[config.mk]
export PLATFORM = sky130hd
export DESIGN_NAME = alu_decode_queue
export DESIGN_NICKNAME = d
export VERILOG_FILES = /design/src/rtl/alu_decode_queue.sv
export SDC_FILE = /design/constraint.sdc
export NUM_CORES = 1
export LEC_CHECK = 0
export CAP_MARGIN = 10
export CORE_MARGIN = 1.5
export CORE_UTILIZATION = 30
export CTS_BUF_LIST = sky130_fd_sc_hd__clkbuf_8 sky130_fd_sc_hd__clkbuf_16
export CTS_CLUSTER_DIAMETER = 60
export CTS_CLUSTER_SIZE = 25
export DETAILED_ROUTE_END_ITERATION = 6
export PLACE_DENSITY_LB_ADDON = 0.25
export SLEW_MARGIN = 0
export SYNTH_ARGS = -nofsm -noshare
export SYNTH_HDL_FRONTEND = slang
export SYNTH_SLANG_ARGS = --single-unit
export TNS_END_PERCENT = 100
[constraint.sdc]
create_clock -name clk -period 5.8 [get_ports clk]
set_clock_uncertainty 0.1 [all_clocks]
set_input_delay 1.74 -clock clk [delete_from_list [all_inputs] [get_ports clk]]
set_output_delay 1.74 -clock clk [all_outputs]
set_load 0.02 [all_outputs]
[src/rtl/alu_decode_queue.sv]
// alu_decode_queue: instruction queue that decodes MIPS words at enqueue time.
// Each entry holds the instruction, its PC and pre-decoded ALU/branch/trap
// fields, so the head outputs come straight from storage with no decode logic.
//
// Ports
//   clk, rst           clock, asynchronous active-high reset
//   flush              synchronous discard of all entries (highest priority)
//   in_valid/in_ready  upstream handshake; in_instr, in_pc are the payload
//   out_valid/out_ready downstream handshake on the head entry
//   out_instr, out_pc  head instruction word and PC
//   out_alu_control    ALU operation code (ALU_* codes below)
//   out_branch_control branch-judge code (ALU_EQ/NEQ/GTZ/LEZ/LTZ/GEZ/DONOTHING)
//   out_ov_chk         head needs an overflow trap check (ADD, SUB, ADDI)
//   out_muldiv         head is MULT/MULTU/DIV/DIVU
//   out_ri             head is a reserved instruction (0 when RI_EN=0)
//   count              number of occupied entries
module alu_decode_queue #(
  parameter int unsigned DEPTH = 4,
  parameter bit          RI_EN = 1'b1
) (
  input  logic                       clk,
  input  logic                       rst,
  input  logic                       flush,
  input  logic                       in_valid,
  output logic                       in_ready,
  input  logic [31:0]                in_instr,
  input  logic [31:0]                in_pc,
  output logic                       out_valid,
  input  logic                       out_ready,
  output logic [31:0]                out_instr,
  output logic [31:0]                out_pc,
  output logic [4:0]                 out_alu_control,
  output logic [4:0]                 out_branch_control,
  output logic                       out_ov_chk,
  output logic                       out_muldiv,
  output logic                       out_ri,
  output logic [$clog2(DEPTH):0]     count
);

  localparam int unsigned PW = $clog2(DEPTH);
  localparam int unsigned CW = PW + 1;

  // ALU / branch operation codes
  localparam logic [4:0] ALU_DONOTHING     = 5'd0;
  localparam logic [4:0] ALU_AND           = 5'd1;
  localparam logic [4:0] ALU_OR            = 5'd2;
  localparam logic [4:0] ALU_XOR           = 5'd3;
  localparam logic [4:0] ALU_NOR           = 5'd4;
  localparam logic [4:0] ALU_ADD           = 5'd5;
  localparam logic [4:0] ALU_SUB           = 5'd6;
  localparam logic [4:0] ALU_ADDU          = 5'd7;
  localparam logic [4:0] ALU_SUBU          = 5'd8;
  localparam logic [4:0] ALU_SLT           = 5'd9;
  localparam logic [4:0] ALU_SLTU          = 5'd10;
  localparam logic [4:0] ALU_SIGNED_DIV    = 5'd11;
  localparam logic [4:0] ALU_UNSIGNED_DIV  = 5'd12;
  localparam logic [4:0] ALU_SIGNED_MULT   = 5'd13;
  localparam logic [4:0] ALU_UNSIGNED_MULT = 5'd14;
  localparam logic [4:0] ALU_MTHI          = 5'd15;
  localparam logic [4:0] ALU_MTLO          = 5'd16;
  localparam logic [4:0] ALU_SLL_SA        = 5'd17;
  localparam logic [4:0] ALU_SRL_SA        = 5'd18;
  localparam logic [4:0] ALU_SRA_SA        = 5'd19;
  localparam logic [4:0] ALU_SLL           = 5'd20;
  localparam logic [4:0] ALU_SRL           = 5'd21;
  localparam logic [4:0] ALU_SRA           = 5'd22;
  localparam logic [4:0] ALU_LUI           = 5'd23;
  localparam logic [4:0] ALU_EQ            = 5'd24;
  localparam logic [4:0] ALU_NEQ           = 5'd25;
  localparam logic [4:0] ALU_GTZ           = 5'd26;
  localparam logic [4:0] ALU_LEZ           = 5'd27;
  localparam logic [4:0] ALU_LTZ           = 5'd28;
  localparam logic [4:0] ALU_GEZ           = 5'd29;

  typedef struct packed {
    logic [31:0] instr;
    logic [31:0] pc;
    logic [4:0]  alu;
    logic [4:0]  br;
    logic        ov;
    logic        md;
    logic        ri;
  } entry_t;

  entry_t          mem [DEPTH];
  entry_t          dec;
  entry_t          head;
  logic [PW-1:0]   rd_ptr;
  logic [PW-1:0]   wr_ptr;
  logic [CW-1:0]   cnt;
  logic            not_empty;
  logic            push;
  logic            pop;
  logic            known_other;

  logic [5:0] op;
  logic [4:0] rs;
  logic [4:0] rt;
  logic [5:0] funct;

  assign op    = in_instr[31:26];
  assign rs    = in_instr[25:21];
  assign rt    = in_instr[20:16];
  assign funct = in_instr[5:0];

  // Decoder on the enqueue side
  always_comb begin
    dec         = '0;
    dec.instr   = in_instr;
    dec.pc      = in_pc;
    dec.alu     = ALU_DONOTHING;
    dec.br      = ALU_DONOTHING;
    known_other = 1'b0;
    case (op)
      6'h00: begin
        case (funct)
          6'h00: dec.alu = ALU_SLL_SA;
          6'h02: dec.alu = ALU_SRL_SA;
          6'h03: dec.alu = ALU_SRA_SA;
          6'h04: dec.alu = ALU_SLL;
          6'h06: dec.alu = ALU_SRL;
          6'h07: dec.alu = ALU_SRA;
          6'h11: dec.alu = ALU_MTHI;
          6'h13: dec.alu = ALU_MTLO;
          6'h18: begin dec.alu = ALU_SIGNED_MULT;   dec.md = 1'b1; end
          6'h19: begin dec.alu = ALU_UNSIGNED_MULT; dec.md = 1'b1; end
          6'h1A: begin dec.alu = ALU_SIGNED_DIV;    dec.md = 1'b1; end
          6'h1B: begin dec.alu = ALU_UNSIGNED_DIV;  dec.md = 1'b1; end
          6'h20: begin dec.alu = ALU_ADD; dec.ov = 1'b1; end
          6'h21: dec.alu = ALU_ADDU;
          6'h22: begin dec.alu = ALU_SUB; dec.ov = 1'b1; end
          6'h23: dec.alu = ALU_SUBU;
          6'h24: dec.alu = ALU_AND;
          6'h25: dec.alu = ALU_OR;
          6'h26: dec.alu = ALU_XOR;
          6'h27: dec.alu = ALU_NOR;
          6'h2A: dec.alu = ALU_SLT;
          6'h2B: dec.alu = ALU_SLTU;
          // JR, JALR, SYSCALL, BREAK, MFHI, MFLO: legal but no ALU/branch op
          6'h08, 6'h09, 6'h0C, 6'h0D, 6'h10, 6'h12: known_other = 1'b1;
          default: ;
        endcase
      end
      6'h01: begin
        case (rt)
          5'h00, 5'h10: dec.br = ALU_LTZ;
          5'h01, 5'h11: dec.br = ALU_GEZ;
          default: ;
        endcase
      end
      6'h02, 6'h03: known_other = 1'b1;
      6'h04: dec.br = ALU_EQ;
      6'h05: dec.br = ALU_NEQ;
      6'h06: dec.br = ALU_LEZ;
      6'h07: dec.br = ALU_GTZ;
      6'h08: begin dec.alu = ALU_ADD; dec.ov = 1'b1; end
      6'h09: dec.alu = ALU_ADDU;
      6'h0A: dec.alu = ALU_SLT;
      6'h0B: dec.alu = ALU_SLTU;
      6'h0C: dec.alu = ALU_AND;
      6'h0D: dec.alu = ALU_OR;
      6'h0E: dec.alu = ALU_XOR;
      6'h0F: dec.alu = ALU_LUI;
      // COP0: MFC0 (rs=0), MTC0 (rs=4), ERET (CO=1, funct=0x18)
      6'h10: begin
        if (rs == 5'h00 || rs == 5'h04) begin
          known_other = 1'b1;
        end else if (rs == 5'h10 && funct == 6'h18) begin
          known_other = 1'b1;
        end
      end
      6'h20, 6'h21, 6'h23, 6'h24, 6'h25, 6'h28, 6'h29, 6'h2B: dec.alu = ALU_ADDU;
      default: ;
    endcase
    dec.ri = RI_EN && (dec.alu == ALU_DONOTHING) && (dec.br == ALU_DONOTHING) && !known_other;
  end

  assign not_empty = (cnt != '0);
  assign in_ready  = (cnt < CW'(DEPTH));
  assign push      = in_valid && in_ready && !flush;
  assign pop       = not_empty && out_ready && !flush;

  // Occupancy and pointers; pointers wrap naturally since DEPTH is a power of two
  always_ff @(posedge clk or posedge rst) begin
    if (rst) begin
      cnt    <= '0;
      rd_ptr <= '0;
      wr_ptr <= '0;
    end else if (flush) begin
      cnt    <= '0;
      rd_ptr <= '0;
      wr_ptr <= '0;
    end else begin
      if (push) wr_ptr <= wr_ptr + PW'(1);
      if (pop)  rd_ptr <= rd_ptr + PW'(1);
      case ({push, pop})
        2'b10:   cnt <= cnt + CW'(1);
        2'b01:   cnt <= cnt - CW'(1);
        default: ;
      endcase
    end
  end

  // Entry storage; contents are only visible while counted as occupied
  always_ff @(posedge clk) begin
    if (push) mem[wr_ptr] <= dec;
  end

  assign head = mem[rd_ptr];

  // Head outputs, forced to the empty values when nothing is queued
  always_comb begin
    out_valid          = not_empty;
    out_instr          = '0;
    out_pc             = '0;
    out_alu_control    = ALU_DONOTHING;
    out_branch_control = ALU_DONOTHING;
    out_ov_chk         = 1'b0;
    out_muldiv         = 1'b0;
    out_ri             = 1'b0;
    if (not_empty) begin
      out_instr          = head.instr;
      out_pc             = head.pc;
      out_alu_control    = head.alu;
      out_branch_control = head.br;
      out_ov_chk         = head.ov;
      out_muldiv         = head.md;
      out_ri             = head.ri;
    end
  end

  assign count = cnt;

endmodule

==> After elaboration in Yosys (flattened, before gate mapping) <==
Memory sizes are Yosys's and may differ from the RTL's.
Cells that the tools add are included.
W data, S select, Z words.
{ "totals": {"register_bits": 7, "ram_bits": 308, "out_inout_bits": 82, "elab_cells": 121, "mem_count": 1} }
{ "classes": {"n_addsub": 4, "magnitude_cmp": 1, "n_eq_ne": 58, "mux": 27, "n_reduce_logical": 27} }
{ "mem_list": {"columns": ["name", "words", "word_bits", "rd", "rd_clocked_by_memory_dff", "write_ports", "line", "text"], "rows": [
  ["mem", 4, 77, 1, 0, 1, "85", "entry_t mem [DEPTH];"]
]} }
{ "op_table": {"columns": ["operator", "count"], "rows": [
  ["$pmux W5 S22", 1],
  ["$eq A6 B6 Y1 const B", 18],
  ["$eq A6 B4 Y1 const B", 12],
  ["$mux W32", 2],
  ["$eq A6 B5 Y1 const B", 9],
  ["$pmux W5 S9", 1],
  ["$eq A6 B3 Y1 const B", 7],
  ["$pmux W5 S5", 1],
  ["$eq A6 B2 Y1 const B", 4],
  ["$logic_not A5 Y1", 4],
  ["$eq A5 B5 Y1 const B", 3],
  ["$logic_not A6 Y1", 2],
  ["$mux W1", 11],
  ["$mux W5", 2],
  ["$pmux W5 S2", 1],
  ["$reduce_or A9 Y1", 1],
  ["$mux W2", 4],
  ["$reduce_or A2 Y1", 4],
  ["$logic_and A1 B1 Y1", 7],
  ["$eq A6 B1 Y1 const B", 1],
  ["$pmux W3 S2", 1],
  ["$reduce_bool A3 Y1", 2],
  ["$reduce_or A6 Y1", 1],
  ["$eq A5 B1 Y1 const B", 1],
  ["14 further kinds", 17]
]} }

==> Depth between registers and ports, before layout <==
Gate-level depths: netlist of run 1.
{ "logic_depth": {"ltp_word": 7, "mapped_depth": 8, "mapped_depth_nobuf": 7} }

==> Worst setup path after synthesis of run 1 <==
No wires, ideal clock.
{ "synth_timing": {"path_type": "input port to flip-flop", "from": "input in_valid", "to": "memory mem[0][0] (netlist bit), enable pin", "setup_time_ps": 443, "t_arrival_ps": 4087, "slack_ps": 1170, "stages": 4, "n_path_buf": 1, "path_cell_list": "nor2b_1 -> clkbuf_1 -> nor2b_1 -> and2_1"} }
{ "synth_between": {"elab_chain_len": 4} }
{ "synth_rtl": {"columns": ["item", "line", "text"], "rows": [
  ["start, declared", "24", "input logic in_valid,"],
  ["$logic_and A1 B1 Y1 (2 in series)", "180", "assign push = in_valid && in_ready && !flush;"],
  ["$mux W1", "206", "if (push) mem[wr_ptr] <= dec;"],
  ["$mux W1 (not written as such)", "206", null],
  ["end, declared", "85", null]
]} }
Every way passes these cells.

==> Final worst setup path of run 1 <==
{ "layout_timing": {"from": "register rd_ptr[1]", "to": "output out_pc[0]"} }
{ "layout_between": {"elab_chain_len": 2} }
{ "layout_rtl": {"columns": ["item", "line", "text"], "rows": [
  ["start, declared", "88", "logic [PW-1:0] rd_ptr;"],
  ["start signal, assigned", "195", "if (pop) rd_ptr <= rd_ptr + PW'(1);"],
  ["$mem_v2 Z4 W77", null, null],
  ["$mux W32", "221", "if (not_empty) begin"],
  ["end, declared", "31", "output logic [31:0] out_pc,"]
]} }
Every way passes these cells.

==> summary.txt, run 1 <==
CTS
  – Post-CTS Setup Repair Bufs: 0
  – Bufs on Longest Clock Path: 3
  – H-tree levels: 1
  – Num CTS Buffers: 28
  – CTS tree: done
  – Resized cells post-CTS: 0
  – Clk root buf: clkbuf_16
  – Post-CTS Hold Buffers: 0
  – Clock transition at path regs: 70 ps
  – Total clock sinks: 311
  – Worst skew pair latency: 540 ps

Drt
  – Via-per-instance ratio: 4.757
  – DR vias: 6375
  – Routed wire length: 28060 µm
  – Post-route ant nets: 0
  – Initial drt markers: 376
  – Post-route DRC: 10
  – Avg WL per Cell: 20.94 µm
  – Drt first pass iters: 6

Critical path
  – Crit path cell chain: buf_4 > mux4_2 > and2_1 > clkdlybuf4s50_1
  – Critical path type: reg -> out
  – CP Capture Type: output pin
  – Worst setup SP type: flop
  – Max Fanout on Critical Path: 45
  – WP data required: 3960 ps
  – CP max stage delay: 920 ps
  – Critical Path Slowest Stage Cell: dfrtp_4
  – Reg-to-reg slack, setup: 3080 ps
  – Arr. time, crit path: 3040 ps

Placement
  – Hpwl dp: 16900 µm
  – Number of I/O port buffers: 150
  – GPL Wtd Cong: 0.7197
  – Placed cells: 1289
  – Area after DPL: 0.01466 mm²

Global routing
  – First-pass GRT wire length: 42320 µm
  – GR Util met3: 0.03086
  – GRT Total Usage: 0.1283
  – Initial antenna violation count: 2
  – Vias in the first global route: 6679
  – Largest net degree at the start of global routing: 80
  – Grt met2 use: 0.2054
  – GRT Residual Overflow: 0
  – Met1 usage: 0.1790
  – Gr busiest metal: met2

Floorplanning
  – # rows: 74
  – Core Area: 0.04102 mm²
  – Die Ht: 207.5 µm
  – Io pins: 151
  – Die area: 0.04304 mm²
  – Die span in x: 207.5 µm
  – Initial Util: 0.3058

Timing
  – RSZ-0062 raised after global routing: false
  – Endpoints failing setup: 0
  – Minimum clock period: 4875 ps
  – Max_slew headroom: 0.3844
  – Slew Limit Fails: 0
  – Post-route setup TNS: 0 ps
  – Final hold viol count: 0
  – Period utilization: 0.8406
  – Fmax: 0.2051 GHz
  – Slew @ Worst Pin: 923.4 ps

Synthesis
  – Syn avg cell area: 19.66 µm²
  – Cell Area, Synth: 0.01254 mm²
  – Post-synth EDFFs: 304
  – Top FF cell, synth: edfxtp_1
  – Syn_nets: 712
  – Async set or reset register ratio after synthesis: 0.02251
  – Cells after Synth: 638
  – Yosys reg bits: 311
  – Syn. warnings: 0
  – Register area share after synthesis: 0.7418
  – Synth unique cells: 50

Power
  – PD cells: 443.0 mW/mm²
  – Peak supply drop: 199.2 µV
  – Leakage: 4.887 nW

Final layout
  – Final cell count without fillers: 1340
  – Util after Layout: 0.3816
  – Share of layout cells above drive strength 1: 0.1819
  – Final #Nets: 861
  – P&R area growth vs syn: 24.78%
  – Cell area after layout: 0.01565 mm²
  – Antenna diode count: 0

Worst hold path
  – Worst Hold Class: reg -> reg

Run status
  – Failing checks: DRC
  – Status: finished with violations

Job
  – # Max-Cap Violations: 0
layer usage:
| layer | vias up | share of wire |
|---|---|---|
| met3 | 38 | 0.057 |
| met2 | 135 | 0.47 |
| met5 | - | 0.00078 |
| met4 | 4 | 0.015 |
| li1 | 2857 | - |
| met1 | 3341 | 0.46 |
report_power, final:
group / internal [mW] / leakage [nW] / switching, mW
sequential: 2.61 / 2.87 / 0.103
combinational: 1.11 / 1.55 / 1.16
clock: 1.02 / 0.466 / 0.932
sequential cells by signal, indices dropped and copies added (netlist names):
name and flops:
wr_ptr 2, mem 304, rd_ptr 2, count 3
final timing paths:
kind / start / endpoint / cells after the start
setup / recovery: rd_ptr[1] / out_pc[0] / 4
hold / removal: count[1] / count[1] / 2
setup reg to reg: count[2] / mem[2][12] / 4
hold reg to reg: count[1] / count[1] / 2
max in group asynchronous: rst / rd_ptr[1] / 2
min in group asynchronous: rst / rd_ptr[0] / 2
kinds of logic after synthesis:
group                      share of synthesized area
AOI/OAI and AO/OA                            0.02374
buffers and inverters                        0.01915
DFF                                           0.7418
xor gates and xnor gates                    0.004888
muxes                                         0.1389
and+or+nand+nor                              0.06594
adders and majority gates                   0.005587
cells in the mapped netlist (5+ instances only):
cell type	n	share of area
and2_1	81	0.040
clkbuf_1	20	0.0060
o21ai_0	11	0.0044
dfrtp_1	7	0.014
nor2_1	17	0.0051
buf_2	14	0.0056
mux4_2	76	0.14
a21oi_1	8	0.0032
edfxtp_1	304	0.73
nor2b_1	5	0.0025
nand3_1	5	0.0020
nand2_1	10	0.0030
o22ai_1	5	0.0025
inv_1	9	0.0027
placed cells by master (no fill, tap or decap), types with 8 or more instances in the layout:
master / n
edfxtp_1: 304
clkdlybuf4s50_1: 150
and2_1: 77
mux4_2: 76
clkbuf_16: 29
nor2_1: 17
o21ai_0: 11
nand2_1: 10
inv_1: 9
inv_6: 9
a21oi_1: 8
stage by stage:
stage,hold WS [ps],worst slack [ps],power (mW)
floorplan,461.6,1170,4.077
global placement,488.2,1297,5.113
detailed placement,502.7,1238,5.116
CTS,521.7,848.4,7.069
global route,562.4,753.4,7.260
finish,512.8,924.6,6.934
layout make-up:
type                    instances  area (µm²)
clock buffers                  29       725.7
clock inverters                22       261.5
fillers                      3772       25370
inverters                       9       33.78
multi-input cells             277        3013
flip-flops and latches        311        9311
well taps                     532       665.6
repair buffers                160        1639
critical path, delay by kind of cell, from the launching register on:
kind,cells,cell delay [ps]
buffers and inverters,2,980
flip-flops,1,920
multiplexers,1,380
AND/OR/NAND/NOR,1,170
Power figures use the tool's default switching activity.
==> inputs of run 2 (changes only) <==
==> constraint.sdc (replaced) <==
create_clock -name clk -period 4.57 [get_ports clk]
set_clock_uncertainty 0.1 [all_clocks]
set_input_delay 1.371 -clock clk [delete_from_list [all_inputs] [get_ports clk]]
set_output_delay 1.371 -clock clk [all_outputs]
set_load 0.02 [all_outputs]
==> run 2 against run 1 <==
Effect of this change: the run still ends with DRC left; sequential power grew 26%; via count shrank 0.20%; total power grew 24%; die area is the same; flip-flop and latch count is the same; worst hold slack gained 22 ps; first-iteration DRC count grew 42%; clock-buffer cell count shrank 4; non-clock buffer count grew 15; clock power grew 12%; sequential share of layout area shrank 0.066 points; utilization is essentially flat.
==> summary.txt, run 2 (synthesis gave the netlist of run 1 again) <==
Drt
  – Post-route ant nets: 0
  – Routed wire length: 28690 µm
  – Initial drt markers: 535
  – Drt first pass iters: 7
  – Avg WL per Cell: 21.25 µm
  – DR vias: 6362
  – Post-route DRC: 20
  – Via-per-instance ratio: 4.713

Global routing
  – Vias in the first global route: 6629
  – First-pass GRT wire length: 43690 µm
  – Initial antenna violation count: 4
  – GRT Residual Overflow: 0
  – Largest net degree at the start of global routing: 80
  – GRT Total Usage: 0.1342

Placement
  – Number of I/O port buffers: 150
  – Hpwl dp: 18170 µm
  – Area after DPL: 0.01483 mm²
  – GPL Wtd Cong: 0.7201

Timing
  – Max_slew headroom: 0.3662
  – Period utilization: 0.9391
  – Minimum clock period: 4292 ps
  – Slew Limit Fails: 0
  – Post-route setup TNS: 0 ps
  – Fmax: 0.2330 GHz
  – Slew @ Worst Pin: 950.7 ps
  – Final hold viol count: 0
  – RSZ-0062 raised after global routing: false
  – Endpoints failing setup: 0

Critical path
  – Crit path cell chain: buf_12 > mux4_2 > and2_1 > clkdlybuf4s50_1
  – CP max stage delay: 640 ps
  – Critical Path Slowest Stage Cell: dfrtp_4
  – Critical path type: reg -> out
  – CP Capture Type: output pin
  – Reg2Reg Capture Point: count[2]
  – Crit Reg-Reg Startpoint: count[0]
  – WP data required: 3100 ps
  – Max Fanout on Critical Path: 28
  – Arr. time, crit path: 2820 ps
  – Worst-case reg-to-reg path depth: 7
  – Worst setup SP type: flop
  – Reg-to-reg slack, setup: 1980 ps

Power
  – Clock Power Share: 0.255
  – Switch Pwr: 2.737 mW
  – Leakage: 4.928 nW
  – Reg power frac: 0.398
  – Cell internal pwr: 5.830 mW
  – Sw Share: 0.3195
  – PD cells: 546.7 mW/mm²
  – Peak supply drop: 267.1 µV
  – Logic pwr share: 0.347

Final layout
  – Most flop-heavy register: mem
  – Final #Nets: 872
  – Most common cell after layout, fill and taps aside: edfxtp_1
  – Share of layout cells above drive strength 1: 0.1850
  – Cell area after layout: 0.01567 mm²
  – Most frequent cells in the layout: 304 x edfxtp_1, 150 x clkdlybuf4s50_1, 77 x and2_1
  – Max reg flops: 304
  – P&R area growth vs syn: 24.92%

CTS
  – Total clock sinks: 311
  – Clk root buf: clkbuf_16
  – Resized cells post-CTS: 0
  – Num CTS Buffers: 24
  – Post-CTS Setup Repair Bufs: 0
  – Post-CTS Hold Buffers: 0
  – H-tree levels: 1
  – Bufs on Longest Clock Path: 3
  – Clock transition at path regs: 80 ps
  – Worst skew pair latency: 530 ps
  – CTS tree: done

Worst hold path
  – WHS Path Cells: 2
  – Worst Hold Class: reg -> reg
  – Hold wc startpoint: wr_ptr[0]
  – Hold Path Sink: wr_ptr[0]

Run status
  – Status: finished with violations
  – Failing checks: DRC

Floorplanning
  – Initial Util: 0.3058
  – Core Area: 0.04102 mm²
  – Die Ht: 207.5 µm
  – Die area: 0.04304 mm²
  – Die span in x: 207.5 µm
  – # rows: 74
  – Io pins: 151

Job
  – # Max-Cap Violations: 0
-- run 2: layout make-up --
class | count | area (µm²)
well taps | 532 | 665.6
repair buffers | 175 | 1802
clock buffers | 25 | 625.6
flip-flops and latches | 311 | 9311
inverters | 9 | 33.78
fillers | 3738 | 25350
multi-input cells | 277 | 3013
diodes | 2 | 5.005
clock inverters | 19 | 211.5
-- run 2: through the flow --
step	power (mW)	setup slack (ps)	hold WS (ps)	instances	utilization
finish	8.566	278.3	535.0	1350	0.3820
global route	8.982	125.0	563.2	1348	0.3819
CTS	8.731	200.7	541.1	1348	0.3819
detailed placement	6.529	749.3	524.0	1304	0.3614
global placement	6.525	776.5	507.1	1304	0.3614
floorplan	5.175	309.3	461.6	638	-
-- run 2: metal layers --
metal  global-route usage  up-vias  routed length (µm)
met5                    0        -                  27
met4              0.03119        4                 432
met3              0.02829       31                1586
met2               0.2057      161               13110
met1               0.1955     3290               13520
li1                     -     2876                   -
-- run 2: power groups by stage --
stage	clock network (mW)	logic, mW	registers, mW
floorplan	0	1.74	3.43
finish	2.18	2.97	3.41
global route	2.35	3.19	3.43
detailed placement	0	3.05	3.48
CTS	2.25	3.06	3.42
global placement	0	3.05	3.47
-- run 2: how the worst max path moves through the flow --
stage / end / startpoint / slack [ps] / cells past startpoint
5_1_grt: out_instr[23] / count[0] / 130 / 3
3_3_place_gp: mem[0][3] / in_instr[27] / 780 / 5
3_5_place_dp: mem[0][3] / in_instr[27] / 750 / 5
2_1_floorplan: mem[0][0] / in_valid / 310 / 4
4_1_cts: out_instr[15] / rd_ptr[0] / 200 / 4
6_report: out_alu_control[2] / rd_ptr[0] / 280 / 4
-- run 2: worst max-delay path: cells and delay by family (launching register included) --
family / cells / cell delay (ps)
buffers and inverters: 2 / 850
DFF: 1 / 640
muxes: 1 / 600
and+or+nand+nor: 1 / 190
